--- src/rtl/control_unit.sv ---
// control_unit: multi-cycle fetch/decode/execute/writeback sequencer for the
// 4-bit processor.
//
//   state     | meaning
//   ----------+-------------------------------------------------------------
//   IDLE      | nothing asserted, waits for run
//   FETCH     | imem_req high at address pc until imem_ready, loads ir, pc+1
//   DECODE    | one settle cycle for the external instruction decoder
//   EXECUTE   | drives ALU selects, updates z_flag/pc, flags illegal opcodes
//   WRITEBACK | one-cycle rf_we pulse, ALU selects held from EXECUTE
//   HALT      | halted high, left only through rst
module control_unit #(
   parameter int PC_W = 4
) (
   input  logic            clk,
   input  logic            rst,
   input  logic            run,
   output logic            imem_req,
   output logic [PC_W-1:0] imem_addr,
   input  logic            imem_ready,
   input  logic [7:0]      imem_rdata,
   output logic [7:0]      ir,
   input  logic [3:0]      dec_opcode,
   input  logic            dec_is_immediate,
   input  logic            alu_zero,
   output logic [2:0]      alu_op,
   output logic            alu_src_imm,
   output logic            rf_we,
   output logic [PC_W-1:0] pc,
   output logic            z_flag,
   output logic            halted,
   output logic            illegal
);

   typedef enum logic [2:0] {
      ST_IDLE      = 3'd0,
      ST_FETCH     = 3'd1,
      ST_DECODE    = 3'd2,
      ST_EXECUTE   = 3'd3,
      ST_WRITEBACK = 3'd4,
      ST_HALT      = 3'd5
   } state_t;

   localparam logic [3:0] OP_NOP   = 4'b0000;
   localparam logic [3:0] OP_LOADI = 4'b0001;
   localparam logic [3:0] OP_ADD   = 4'b0010;
   localparam logic [3:0] OP_SUB   = 4'b0011;
   localparam logic [3:0] OP_AND   = 4'b0100;
   localparam logic [3:0] OP_OR    = 4'b0101;
   localparam logic [3:0] OP_XOR   = 4'b0110;
   localparam logic [3:0] OP_MOV   = 4'b0111;
   localparam logic [3:0] OP_JMP   = 4'b1000;
   localparam logic [3:0] OP_JZ    = 4'b1001;
   localparam logic [3:0] OP_HALT  = 4'b1111;

   localparam logic [2:0] ALU_PASS = 3'b000;
   localparam logic [2:0] ALU_ADD  = 3'b001;
   localparam logic [2:0] ALU_SUB  = 3'b010;
   localparam logic [2:0] ALU_AND  = 3'b011;
   localparam logic [2:0] ALU_OR   = 3'b100;
   localparam logic [2:0] ALU_XOR  = 3'b101;

   state_t          state_q, state_d;
   logic [PC_W-1:0] pc_q, pc_d;
   logic [7:0]      ir_q, ir_d;
   logic            z_flag_q, z_flag_d;
   logic [2:0]      alu_op_q, alu_op_d;
   logic            alu_src_imm_q, alu_src_imm_d;

   logic [2:0]      exec_alu_op;
   logic            exec_src_imm;
   logic            exec_is_alu;
   logic            exec_writes_rf;
   logic [PC_W-1:0] jump_target;

   // Jump targets come straight from the low nibble of ir, zero-extended.
   assign jump_target = PC_W'(ir_q[3:0]);

   // Opcode classification: ALU select, operand source and register write.
   always_comb begin
      exec_alu_op    = ALU_PASS;
      exec_src_imm   = 1'b0;
      exec_is_alu    = 1'b0;
      exec_writes_rf = 1'b0;
      case (dec_opcode)
         OP_LOADI: begin
            exec_src_imm   = dec_is_immediate;
            exec_writes_rf = 1'b1;
         end
         OP_ADD: begin
            exec_alu_op    = ALU_ADD;
            exec_is_alu    = 1'b1;
            exec_writes_rf = 1'b1;
         end
         OP_SUB: begin
            exec_alu_op    = ALU_SUB;
            exec_is_alu    = 1'b1;
            exec_writes_rf = 1'b1;
         end
         OP_AND: begin
            exec_alu_op    = ALU_AND;
            exec_is_alu    = 1'b1;
            exec_writes_rf = 1'b1;
         end
         OP_OR: begin
            exec_alu_op    = ALU_OR;
            exec_is_alu    = 1'b1;
            exec_writes_rf = 1'b1;
         end
         OP_XOR: begin
            exec_alu_op    = ALU_XOR;
            exec_is_alu    = 1'b1;
            exec_writes_rf = 1'b1;
         end
         OP_MOV: begin
            exec_writes_rf = 1'b1;
         end
         default: begin
         end
      endcase
   end

   // Next-state, datapath register updates and per-state outputs.
   always_comb begin
      state_d       = state_q;
      pc_d          = pc_q;
      ir_d          = ir_q;
      z_flag_d      = z_flag_q;
      alu_op_d      = alu_op_q;
      alu_src_imm_d = alu_src_imm_q;
      imem_req      = 1'b0;
      rf_we         = 1'b0;
      alu_op        = ALU_PASS;
      alu_src_imm   = 1'b0;
      halted        = 1'b0;
      illegal       = 1'b0;
      case (state_q)
         ST_IDLE: begin
            if (run) begin
               state_d = ST_FETCH;
            end
         end
         ST_FETCH: begin
            imem_req = 1'b1;
            if (imem_ready) begin
               ir_d    = imem_rdata;
               pc_d    = pc_q + 1'b1;
               state_d = ST_DECODE;
            end
         end
         ST_DECODE: begin
            state_d = ST_EXECUTE;
         end
         ST_EXECUTE: begin
            alu_op        = exec_alu_op;
            alu_src_imm   = exec_src_imm;
            alu_op_d      = exec_alu_op;
            alu_src_imm_d = exec_src_imm;
            if (exec_is_alu) begin
               z_flag_d = alu_zero;
            end
            if (exec_writes_rf) begin
               state_d = ST_WRITEBACK;
            end else begin
               case (dec_opcode)
                  OP_NOP: state_d = ST_FETCH;
                  OP_JMP: begin
                     pc_d    = jump_target;
                     state_d = ST_FETCH;
                  end
                  OP_JZ: begin
                     if (z_flag_q) begin
                        pc_d = jump_target;
                     end
                     state_d = ST_FETCH;
                  end
                  OP_HALT: state_d = ST_HALT;
                  default: begin
                     // 1010..1110: flagged for one cycle, otherwise a NOP.
                     illegal = 1'b1;
                     state_d = ST_FETCH;
                  end
               endcase
            end
         end
         ST_WRITEBACK: begin
            rf_we       = 1'b1;
            alu_op      = alu_op_q;
            alu_src_imm = alu_src_imm_q;
            state_d     = ST_FETCH;
         end
         ST_HALT: begin
            halted = 1'b1;
         end
         default: begin
            state_d = ST_IDLE;
         end
      endcase
   end

   // State and datapath registers with synchronous active-high reset.
   always_ff @(posedge clk) begin
      if (rst) begin
         state_q       <= ST_IDLE;
         pc_q          <= '0;
         ir_q          <= '0;
         z_flag_q      <= 1'b0;
         alu_op_q      <= ALU_PASS;
         alu_src_imm_q <= 1'b0;
      end else begin
         state_q       <= state_d;
         pc_q          <= pc_d;
         ir_q          <= ir_d;
         z_flag_q      <= z_flag_d;
         alu_op_q      <= alu_op_d;
         alu_src_imm_q <= alu_src_imm_d;
      end
   end

   assign imem_addr = pc_q;
   assign pc        = pc_q;
   assign ir        = ir_q;
   assign z_flag    = z_flag_q;

endmodule

--- config.mk ---
export PLATFORM = sky130hd
export DESIGN_NAME = control_unit
export DESIGN_NICKNAME = d
export VERILOG_FILES = /design/src/rtl/control_unit.sv
export SDC_FILE = /design/constraint.sdc
export NUM_CORES = 1
export LEC_CHECK = 0
export BUFFER_PORTS_ARGS = -buffer_cell sky130_fd_sc_hd__buf_2
export CAP_MARGIN = 20
export CORE_MARGIN = 1
export CORE_UTILIZATION = 51
export DETAILED_ROUTE_END_ITERATION = 6
export PLACE_DENSITY = 0.9
export SYNTH_ARGS = -nofsm -noshare
export SYNTH_HDL_FRONTEND = slang
export SYNTH_SLANG_ARGS = --single-unit
--- constraint.sdc ---
create_clock -name clk -period 3.7 [get_ports clk]
set_clock_uncertainty 0.15 [all_clocks]
set_input_delay 0.74 -clock clk [delete_from_list [all_inputs] [get_ports clk]]
set_output_delay 0.74 -clock clk [all_outputs]
set_load 0.05 [all_outputs]
# [Word level (Yosys, flattened, before mapping)]
# Cells that the tools add are included.
[word_totals] regBits=20 inputBits=18 output_inout_bits=25 word_cells=60
[classes] add_sub_neg=1 n_eq_ne=20 mux=22 bitwise=1 n_reduce_logical=10
[op_table] op="$pmux 3 s6" n=1
[op_table] op="$eq 4x3->1 const B" n=4
[op_table] op="$pmux 4 s2" n=2
[op_table] op="$pmux 3 s5" n=1
[op_table] op="$eq 4x4->1 const B" n=3
[op_table] op="$mux 3" n=4
[op_table] op="$mux 4" n=3
[op_table] op="$mux 1" n=9
[op_table] op="$eq 4x2->1 const B" n=2
[op_table] op="$reduce_or 7->1" n=1
[op_table] op="$eq 3x2->1 const B" n=2
[op_table] op="$eq 3x3->1 const B" n=2
[op_table] op="$ne 2x2->1 const B" n=3
[op_table] op="$pmux 3 s2" n=1
[op_table] op="$reduce_and 5->1" n=1
[op_table] op="$reduce_or 5->1" n=1
[op_table] op="$add 4x1->4 const B" n=1
[op_table] op="$eq 4x1->1 const B" n=1
[op_table] op="$logic_not 4->1" n=1
[op_table] op="$reduce_and 2->1" n=2
[op_table] op="$reduce_or 4->1" n=1
[op_table] op="$eq 3x1->1 const B" n=1
[op_table] op="$logic_not 3->1" n=1
[op_table] op="$ne 3x2->1 const B" n=1
[op_table] op="other kinds (5)" n=5

# [Depth between registers and ports, before layout]
[logic_depth] word_depth=5 mapped_depth=6 mapped_depth_nobuf=4

# [Worst setup path after synthesis]
# OpenSTA, ideal clock, no wires.
[synth_path] kind="reg-to-output" from="register state_q[1]" to="output alu_op[0]" arrival_time_ps=2465 required_ps=2810 slack_ps=345 stages_incl_launch_ff=4 path_buffers=1 cell_sequence="dfxtp_1 clkbuf_8 nor3b_1 a22o_1"
[synth_via] elab_chain_cells=2 word_cells_on_any_way=3 classes_between="eq/ne (2); mux (1)"
[synth_rtl] element="from (decl)" line="63" source="state_t state_q, state_d;"
[synth_rtl] element="from (signal assigned)" line="211" source="state_q <= state_d;"
[synth_rtl] element="$eq 3x3->1 / $eq 3x2->1 (equally long branches)" line="137" source="case (state_q)"
[synth_rtl] element="$pmux 3 s2 (*)" line="137"
[synth_rtl] element="to (decl)" line="26" source="output logic [2:0] alu_op,"
# Every way passes the cells marked *; elsewhere a longest branch is shown, timed or not.

# [Worst setup path in the final report]
[layout_path] from="register state_q[1]" to="output alu_op[2]"
# The elaborated chain is that of the path after synthesis.

==> results.py <==
metrics = {
    "critical_path": {
        "start_kind": "flip-flop",
        "cp_top_family": "simple AND/OR/NAND/NOR gates",
        "worst_path_largest_cell_delay_ps": 590,
        "cp.arrival_ps": 2130,
        "ff2ff_path_depth": 4,
        "worst-setup-path-type": "reg2out",
        "crit_path_max_fanout": 12,
        "critical_path_required_ps": 2810,
        "endpoint_kind": "output pin",
        "r2r_end": "imem_addr[0]$_SDFFE_PP0P_",
        "critPathBufInv": 1,
        "cpMaxStageDelayCell": "dfxtp_1",
        "ff2ff_setup_slack_ps": 1690,
        "critical_path.cell_chain": "nand3b_1 -> nor2_1 -> nand3_1 -> nand2_1 -> buf_2",
        "timing.rr.start": "state_q[1]$_SDFFE_PP0P_",
    },
    "pwr": {
        "power_frac_clock_pct": 27.4,
        "comb_power_share_pct": 21.7,
        "vdd_drop_max_uv": 288,
        "power_frac_seq_pct": 51.0,
        "power_density_nw_per_um2": 350,
        "switching_share_pct": 31.3,
        "p_int_mw": 0.314,
        "p_leak_nw": 0.586,
        "p_sw_mw": 0.143,
    },
    "clock_network": {
        "path_clk_slew_ps": 110,
        "cts_hold_buf": 0,
        "cts-buffers-inserted": 3,
        "clock_sinks": 20,
        "postCtsSetupBuffers": 0,
        "cts_tree": "yes",
        "postCtsResizedCells": 0,
        "htreeDepth": 1,
        "clkLatencyLatePin_ps": 290,
        "clockRootBuffer": "clkbuf_4",
        "clock_tree.buffer_depth": 2,
    },
    "global_route": {
        "antenna_found_initial": 0,
        "grt_use_total_pct": 22.3,
        "grt_max_degree": 23,
        "first_global_vias": 996,
        "grt_pass1_wl_mm": 4.23,
        "overflow": 0,
    },
    "synthesis": {
        "syn_inst": 131,
        "synth_nets": 150,
        "yosysTopAreaCellShare_pct": 35.4,
        "netlist_top_cells_area": "dfxtp_1 (35%), mux2i_1 (8.8%), nor2_1 (6.0%)",
        "yosys.cell_types.count": 41,
        "avgSynthCellArea_um2": 8.64,
        "synth_top_area_cell": "dfxtp_1",
        "ys_ff_latch": 20,
        "synth.yosys.seq_area_share_pct": 35.4,
        "mappedNetlistArea_um2": 1130,
        "ys_warn_count": 0,
        "synth_edf_count": 0,
        "synth_ff_type": "dfxtp_1",
        "async_flop_share_pct": 0,
    },
    "drt": {
        "drt-total-wl_mm": 2.50,
        "firstDrtPassIters": 4,
        "wl_per_cell_um": 13.1,
        "antenna_left": 0,
        "vias": 1071,
        "via_per_inst": 5.61,
        "drcViolationCount": 0,
        "drt_iter0_drc": 41,
    },
    "die": {
        "initial_core_util_pct": 56.0,
        "die_area_um2": 2410,
        "core-area_um2": 2020,
        "die_height_um": 49.1,
        "pin_count": 43,
        "fp.dieW_um": 49.1,
        "rows": 16,
    },
    "timing": {
        "worst_slew_pin_slew_ps": 586,
        "setup_viol": 0,
        "finalSetupTns_ps": 0,
        "timing.final.crit_share_pct": 81.6,
        "fmax_mhz": 331,
        "hold_violations": 0,
        "period_minus_slack_ps": 3020,
        "relSlewSlack_pct": 60.8,
        "rsz0062_at_grt": "no",
        "slew_viol_final": 0,
    },
    "worst_hold_path": {
        "holdPathStages": 2,
        "hp-start": "alu_op_q[2]$_SDFFE_PP0P_",
        "hold_path_class": "reg2reg",
        "holdPathEnd": "alu_op_q[2]$_SDFFE_PP0P_",
    },
    "flow_run": {
        "maxCapViolCount": 0,
    },
    "final_layout": {
        "stdcell_area_um2": 1310,
        "mostFrequentLayoutCells": "buf_2 (42), dfxtp_1 (20), nor2_1 (18)",
        "layout-area-overhead-vs-synth_pct": 15.5,
        "nNetsFinal": 184,
        "drive_gt1_share_pct": 31.7,
        "final_common_cell": "buf_2",
        "antennaDiodeCount": 0,
    },
    "place": {
        "portBuffers": 42,
        "detailed_place_hpwl_mm": 1.82,
        "place_area_um2": 1270,
        "place_congestion": 0.851,
    },
    "status": {
        "status": "finished, final reports clean",
    },
}
-- registers in the layout, summed over array words and instances (netlist names) --
| name | flops |
|---|---|
| ir | 8 |
| imem_addr | 4 |
| alu_op_q | 3 |
| state_q | 3 |
| alu_src_imm_q | 1 |
| z_flag | 1 |
-- how the worst max path moves through the flow --
| stage | start | endpoint | slack, ps | depth (start not counted) |
|---|---|---|---|---|
| detailed placement | state_q[1]$_SDFFE_PP0P_ | alu_op[2] | 1070 | 5 |
| global route | state_q[1]$_SDFFE_PP0P_ | alu_op[2] | 530 | 5 |
| CTS | state_q[1]$_SDFFE_PP0P_ | alu_op[2] | 720 | 5 |
| global placement | dec_opcode[1] | alu_src_imm | 1180 | 5 |
| floorplan | state_q[1]$_SDFFE_PP0P_ | alu_op[0] | 350 | 3 |
| finish | state_q[1]$_SDFFE_PP0P_ | alu_op[2] | 680 | 5 |
-- power by group through the flow --
| stage | Combinational (mW) | Clock, mW | Sequential, mW |
|---|---|---|---|
| floorplan | 0.0614 | 0 | 0.255 |
| global placement | 0.0961 | 0 | 0.237 |
| detailed placement | 0.0985 | 0 | 0.238 |
| CTS | 0.0989 | 0.128 | 0.233 |
| global route | 0.106 | 0.139 | 0.235 |
| finish | 0.0991 | 0.125 | 0.233 |
-- per-layer routing --
layer | GRT usage [%] | vias to the layer above | wire, um
li1 | - | 530 | -
met1 | 26.7 | 490 | 1090
met2 | 40.0 | 45 | 1240
met3 | 4.05 | 6 | 140
met4 | 6.37 | 0 | 26
met5 | 0 | - | 0
-- through the flow --
step	std cells	power, mW	setup WS (ps)	utilization, %	hold slack, ps
after floorplan	131	0.316	345	-	287
after global placement	187	0.333	1180	62.9	304
after detailed placement	187	0.336	1070	62.9	307
after CTS	191	0.460	722	64.7	323
after global routing	191	0.480	533	64.7	353
final	191	0.457	682	64.7	325
-- layout make-up --
type,count,area [um2]
sequential,20,400
tap,27,33.8
multi-input combinational,96,619
fill,174,714
clock buffer,4,36.3
timing repair buffer,42,210
inverter,2,7.51
-- synth_stat cells, types with 2 or more instances --
| master | instances |
|---|---|
| nor2_1 | 18 |
| nand2b_1 | 2 |
| nand3_1 | 3 |
| dfxtp_1 | 20 |
| a2111oi_0 | 2 |
| buf_4 | 5 |
| nor3_1 | 4 |
| clkbuf_1 | 2 |
| a21oi_1 | 9 |
| mux2i_1 | 10 |
| nand3b_1 | 2 |
| a31oi_1 | 2 |
| nand4_1 | 2 |
| nor3_2 | 2 |
| nor3b_1 | 4 |
| o32ai_1 | 2 |
| nand2_1 | 15 |
| clkbuf_8 | 2 |
| o21ai_0 | 2 |
| inv_1 | 2 |
-- tightest hold or removal path, cell delays in order, from the launching register on --
cell and delay, ps:
dfxtp_1 330, nand2_1 50, a21oi_1 50
-- cells by family after synthesis --
logic type	share of synthesized area, %
and+or+nand+nor	28.1
adders and majority gates	1.10
xor gates and xnor gates	0.774
DFF	35.4
buffers and inverters	9.95
AOI/OAI and AO/OA	15.9
muxes	8.84
Power figures use the tool's default switching activity.
